===== config.mk =====
export PLATFORM = sky130hd
export DESIGN_NAME = root_node_rr_aggregator
export DESIGN_NICKNAME = d
export VERILOG_FILES = /design/src/rtl/root_node_rr_aggregator.sv
export SDC_FILE = /design/constraint.sdc
export NUM_CORES = 1
export LEC_CHECK = 0
export BUFFER_PORTS_ARGS = -buffer_cell sky130_fd_sc_hd__clkbuf_2
export CORE_MARGIN = 5
export CORE_UTILIZATION = 30
export CTS_CLUSTER_DIAMETER = 80
export DETAILED_ROUTE_END_ITERATION = 8
export PLACE_DENSITY_LB_ADDON = 0.2
export SETUP_SLACK_MARGIN = 0.05
export SYNTH_ARGS = -nofsm -noshare
export SYNTH_HDL_FRONTEND = slang
export SYNTH_SLANG_ARGS = --single-unit

===== constraint.sdc =====
create_clock -name clk -period 7.1 [get_ports clk]
set_input_delay 0.355 -clock clk [delete_from_list [all_inputs] [get_ports clk]]
set_output_delay 0.355 -clock clk [all_outputs]
set_load 0.05 [all_outputs]

===== src/rtl/root_node_rr_aggregator.sv =====
// Round-robin merge of NUM_CHILD buffered child channels into one registered, source-tagged stream.
// Head word reaches the output two edges after an empty-FIFO push; a full channel deasserts in_ready.
module root_node_rr_aggregator #(
  parameter int NUM_CHILD = 5,
  parameter int DATA_W    = 8,
  parameter int DEPTH     = 4,
  localparam int SRC_W    = (NUM_CHILD > 2) ? $clog2(NUM_CHILD) : 1,
  localparam int LVL_W    = $clog2(DEPTH) + 1
) (
  input  logic                        clk,
  input  logic                        rst_n,
  input  logic [NUM_CHILD-1:0]        in_valid,
  output logic [NUM_CHILD-1:0]        in_ready,
  input  logic [NUM_CHILD*DATA_W-1:0] in_data,
  output logic                        out_valid,
  input  logic                        out_ready,
  output logic [DATA_W-1:0]           out_data,
  output logic [SRC_W-1:0]            out_src,
  output logic [NUM_CHILD*LVL_W-1:0]  lvl
);

  localparam int PTR_W = $clog2(DEPTH);
  localparam logic [LVL_W-1:0] FULL_LVL = LVL_W'(DEPTH);

  logic [DATA_W-1:0] mem_q    [NUM_CHILD][DEPTH];
  logic [PTR_W-1:0]  rd_ptr_q [NUM_CHILD];
  logic [PTR_W-1:0]  rd_ptr_d [NUM_CHILD];
  logic [PTR_W-1:0]  wr_ptr_q [NUM_CHILD];
  logic [PTR_W-1:0]  wr_ptr_d [NUM_CHILD];
  logic [LVL_W-1:0]  lvl_q    [NUM_CHILD];
  logic [LVL_W-1:0]  lvl_d    [NUM_CHILD];

  logic [NUM_CHILD-1:0] push, pop, nonempty;
  logic [SRC_W-1:0]     last_q, last_d, grant;
  logic                 found, load;
  int                   idx;

  logic                 out_valid_q, out_valid_d;
  logic [DATA_W-1:0]    out_data_q, out_data_d;
  logic [SRC_W-1:0]     out_src_q, out_src_d;

  always_comb begin
    in_ready = '0;
    nonempty = '0;
    push     = '0;
    lvl      = '0;
    for (int i = 0; i < NUM_CHILD; i++) begin
      in_ready[i]               = rst_n && (lvl_q[i] != FULL_LVL);
      nonempty[i]               = (lvl_q[i] != '0);
      push[i]                   = in_valid[i] && in_ready[i];
      lvl[i*LVL_W +: LVL_W]     = lvl_q[i];
    end
  end

  // Scan starts just past the last winner, so the channel served last ranks lowest.
  always_comb begin
    grant = last_q;
    found = 1'b0;
    idx   = 0;
    for (int k = 1; k <= NUM_CHILD; k++) begin
      idx = (int'(last_q) + k) % NUM_CHILD;
      if (!found && nonempty[idx]) begin
        grant = SRC_W'(idx);
        found = 1'b1;
      end
    end
  end

  assign load = (!out_valid_q || out_ready) && (|nonempty);

  always_comb begin
    pop = '0;
    for (int i = 0; i < NUM_CHILD; i++) begin
      pop[i]      = load && (grant == SRC_W'(i));
      rd_ptr_d[i] = pop[i]  ? rd_ptr_q[i] + PTR_W'(1) : rd_ptr_q[i];
      wr_ptr_d[i] = push[i] ? wr_ptr_q[i] + PTR_W'(1) : wr_ptr_q[i];
      lvl_d[i]    = lvl_q[i];
      if (push[i] && !pop[i]) begin
        lvl_d[i] = lvl_q[i] + LVL_W'(1);
      end else if (!push[i] && pop[i]) begin
        lvl_d[i] = lvl_q[i] - LVL_W'(1);
      end
    end
  end

  always_comb begin
    out_valid_d = out_valid_q;
    out_data_d  = out_data_q;
    out_src_d   = out_src_q;
    last_d      = last_q;
    if (load) begin
      out_valid_d = 1'b1;
      out_data_d  = mem_q[grant][rd_ptr_q[grant]];
      out_src_d   = grant;
      last_d      = grant;
    end else if (out_ready) begin
      out_valid_d = 1'b0;
    end
  end

  always_ff @(posedge clk) begin
    if (!rst_n) begin
      for (int i = 0; i < NUM_CHILD; i++) begin
        rd_ptr_q[i] <= '0;
        wr_ptr_q[i] <= '0;
        lvl_q[i]    <= '0;
      end
      out_valid_q <= 1'b0;
      out_data_q  <= '0;
      out_src_q   <= '0;
      last_q      <= SRC_W'(NUM_CHILD - 1);
    end else begin
      for (int i = 0; i < NUM_CHILD; i++) begin
        rd_ptr_q[i] <= rd_ptr_d[i];
        wr_ptr_q[i] <= wr_ptr_d[i];
        lvl_q[i]    <= lvl_d[i];
      end
      out_valid_q <= out_valid_d;
      out_data_q  <= out_data_d;
      out_src_q   <= out_src_d;
      last_q      <= last_d;
    end
  end

  // Storage needs no reset: contents are only read behind a non-zero level.
  always_ff @(posedge clk) begin
    for (int i = 0; i < NUM_CHILD; i++) begin
      if (push[i]) begin
        mem_q[i][wr_ptr_q[i]] <= in_data[i*DATA_W +: DATA_W];
      end
    end
  end

  assign out_valid = out_valid_q;
  assign out_data  = out_data_q;
  assign out_src   = out_src_q;

endmodule


==> metrics.yaml <==
clk_pin_slew_ps: 60
cap_viol_max_count: 0
netlist_instances: 899
ff_latch_area_mm2: 0.00577
antenna_found_initial: 0
hpwlAfterDp_um: 20300
ys.flop_type: "edfxtp_1"
portBuffers: 79
cts_setup_buffers: 0
grt.total_usage_pct: 13.5
report.final.slew_viol_count: 0
max-clock-path-buffers: 3
htree_num_levels: 1
syn_to_final_growth_pct: 14.5
cp-start-kind: "flop"
wl_per_cell_um: 19.3
crit_type: "flop to flop"
fin_tns_setup_ps: 0
drt_iter0_drc: 587
min_period_ps: 6430
grt_overflow: 0
cp_data_arrival_time_ps: 6860
antenna_cells: 0
cts_buffers: 24
hp-class: "input pin to flop"
drc: 0
hold_viol_final: 0
vias: 7263
core_mm2: 0.0364
max_slew_margin_pct: 46.2
worst_pin_slew_ps: 801
dr.pass1.iters: 5
vias_per_cell: 5.00
nNetsFinal: 1071
async_reset_ff_share_pct: 0
drive_above_1_share_pct: 18.3
dieArea_mm2: 0.0406
clock.fmax_mhz: 155
cts_hold_buf: 0
final-setup-viol-count: 0
pin_count: 80
cp_max_fo: 14
cts_tree: "built"
detail-route-antenna-nets: 0
synth.net_count: 1004
crit_path_end_kind: "flop"
cts.sinks: 208
grt_pass1_wl_um: 43800
place.gp.congestion: 0.859
drt_wl_total_um: 28000
critical_path_required_ps: 7520
grt_pass1_vias: 7158
ys_seq_elements: 208
finClkSkew_ps: 24.5
clkLatencyLatePin_ps: 520
fin_crit_sh_pct: 90.6
ys_seq_area_share_pct: 52.4
grt_max_degree: 58
multi_input_area_mm2: 0.00484
num_rows: 70
die_width_um: 201
fp.dieH_um: 201
syn_avg_cell_area_um2: 12.2
outcome: "finished, final reports clean"
synth_edf_count: 160
yosys_warnings: 0
n_fill_cell: 3628
synth_cell_type_count: 84
synth.cell_area_mm2: 0.0110
initial_core_util_pct: 30.2
root_buffer: "clkbuf_16"
rsz0062_at_grt: "false"
## logic make-up (layout without fill, tap and decap cells)
| family | after synthesis | after routing | synth area share [%] |
|---|---|---|---|
| adder cells (fa/ha/maj) | 57 | 57 | 6.89 |
| AND/OR/NAND/NOR | 219 | 219 | 10.6 |
| buffers and inverters | 86 | 171 | 3.66 |
| XOR/XNOR | 36 | 36 | 3.04 |
| multiplexers | 92 | 92 | 9.94 |
| AO/OA/AOI/OAI | 201 | 201 | 13.4 |
| flip-flops | 208 | 208 | 52.4 |
## layer usage
layer | global-route usage (%) | vias up | routed length, µm
met1 | 20.5 | 3505 | 14000
met4 | 2.73 | 0 | 445
met3 | 2.32 | 28 | 1580
li1 | - | 3534 | -
met2 | 20.3 | 196 | 11900
met5 | 0 | - | 0
## stage by stage
step / area (µm²) / setup WS [ps] / util, % / std cells / hold WS [ps]
after floorplan: 11000 / 711 / - / 899 / 454
after global placement: 11800 / 819 / 32.4 / 1408 / 470
after detailed placement: 11800 / 613 / 32.4 / 1408 / 479
after CTS: 12600 / 602 / 34.5 / 1452 / 27.1
after global routing: 12600 / 100 / 34.6 / 1452 / 29.8
final: 12600 / 666 / 34.6 / 1452 / 49.0
## worst paths after layout
kind / from / end / slack (ps) / depth (start not counted)
worst max register to register: last_q[1] / lvl_q[0][14] / 670 / 23
worst max-delay path: last_q[1] / lvl_q[0][14] / 670 / 23
worst min register to register: out_data[1] / out_data[1] / 490 / 1
worst min-delay path: in_data[32] / mem_q[4][8] / 50 / 1
## cell type report
cell class | instances | area share, %
clock buffers | 27 | 4.86
clock inverters | 17 | 1.29
well taps | 468 | 4.65
repair buffers | 92 | 3.92
inverters | 35 | 1.04
flip-flops and latches | 208 | 45.8
multi-input cells | 605 | 38.4
## layout by cell type, fill, tap and decap left out, types with 6 or more instances in the layout
cell / count
xnor2_1: 29
nand3_1: 11
nand2_1: 57
mux2i_1: 55
o22ai_1: 6
ha_1: 51
and3_1: 27
nor2b_1: 9
edfxtp_1: 160
a221o_1: 8
buf_4: 13
mux2_2: 24
mux4_2: 10
a31oi_1: 11
o211ai_1: 27
a21oi_1: 25
and2_1: 27
a21boi_0: 16
nor2_1: 25
or3_1: 13
fa_1: 6
a22o_1: 9
dfxtp_1: 48
nand2b_1: 13
a211oi_1: 6
o21ai_0: 42
nor3_1: 13
xor2_1: 6
clkbuf_16: 24
inv_1: 33
clkbuf_2: 79
## sequential cells by signal, indices dropped and copies added (netlist names)
register,flops
out_src,1
out_data,8
last_q,3
wr_ptr_q,10
out_valid,1
mem_q,160
rd_ptr_q,10
lvl_q,15
## what timing repair did
item                                    4_1_cts  5_1_grt
gates resized for setup                       0        1
endpoints found under the hold margin         0        0
endpoints found under the setup margin        0        3
## Yosys cell counts, types with 3 or more instances
library cell	number	area (µm²)
and3_1	27	169
a31oi_1	11	68.8
nand3b_1	4	30.0
o22ai_1	6	37.5
edfxtp_1	160	4800
nand2b_1	13	81.3
and2_0	5	31.3
clkbuf_1	20	75.1
buf_2	15	75.1
o21a_1	3	22.5
a21o_1	3	22.5
nand3_1	11	55.1
a21boi_0	16	120
ha_1	51	638
nand2_1	57	214
a311oi_1	3	26.3
buf_6	5	56.3
a211oi_1	6	45.0
dfxtp_1	48	961
mux4_2	10	225
a211o_1	4	35.0
buf_4	6	45.0
xor2_1	6	52.6
mux2i_1	55	551
inv_1	33	124
o31ai_1	3	22.5
a22o_1	9	78.8
fa_1	6	120
a221o_1	8	80.1
o21ai_0	42	210
and2_1	27	169
xnor2_1	29	254
nand4b_1	4	35.0
nor2b_1	9	56.3
o211ai_1	27	203
nor2_1	25	93.8
or3_1	13	81.3
nor3_1	13	65.1
a21oi_1	25	125
mux2_2	24	270
buf_1	4	15.0
## critical path: stages, from the launching register on
cell,delay (ps)
dfxtp_1,300
inv_1,230
ha_1,340
o21ai_0,390
a21boi_0,360
xnor2_1,200
ha_1,200
fa_1,180
a21boi_0,360
and3_1,320
o32a_1,200
o32ai_2,110
o2bb2a_1,350
nand3_1,160
or4_4,530
a31oi_4,460
nor2_1,230
nand2_1,170
ha_1,190
inv_1,60
fa_1,370
xor2_1,170
or3_1,300
a21boi_0,190
Power is not shown: default switching activity piles up to over one toggle a cycle in this logic, so the estimate is an artifact.
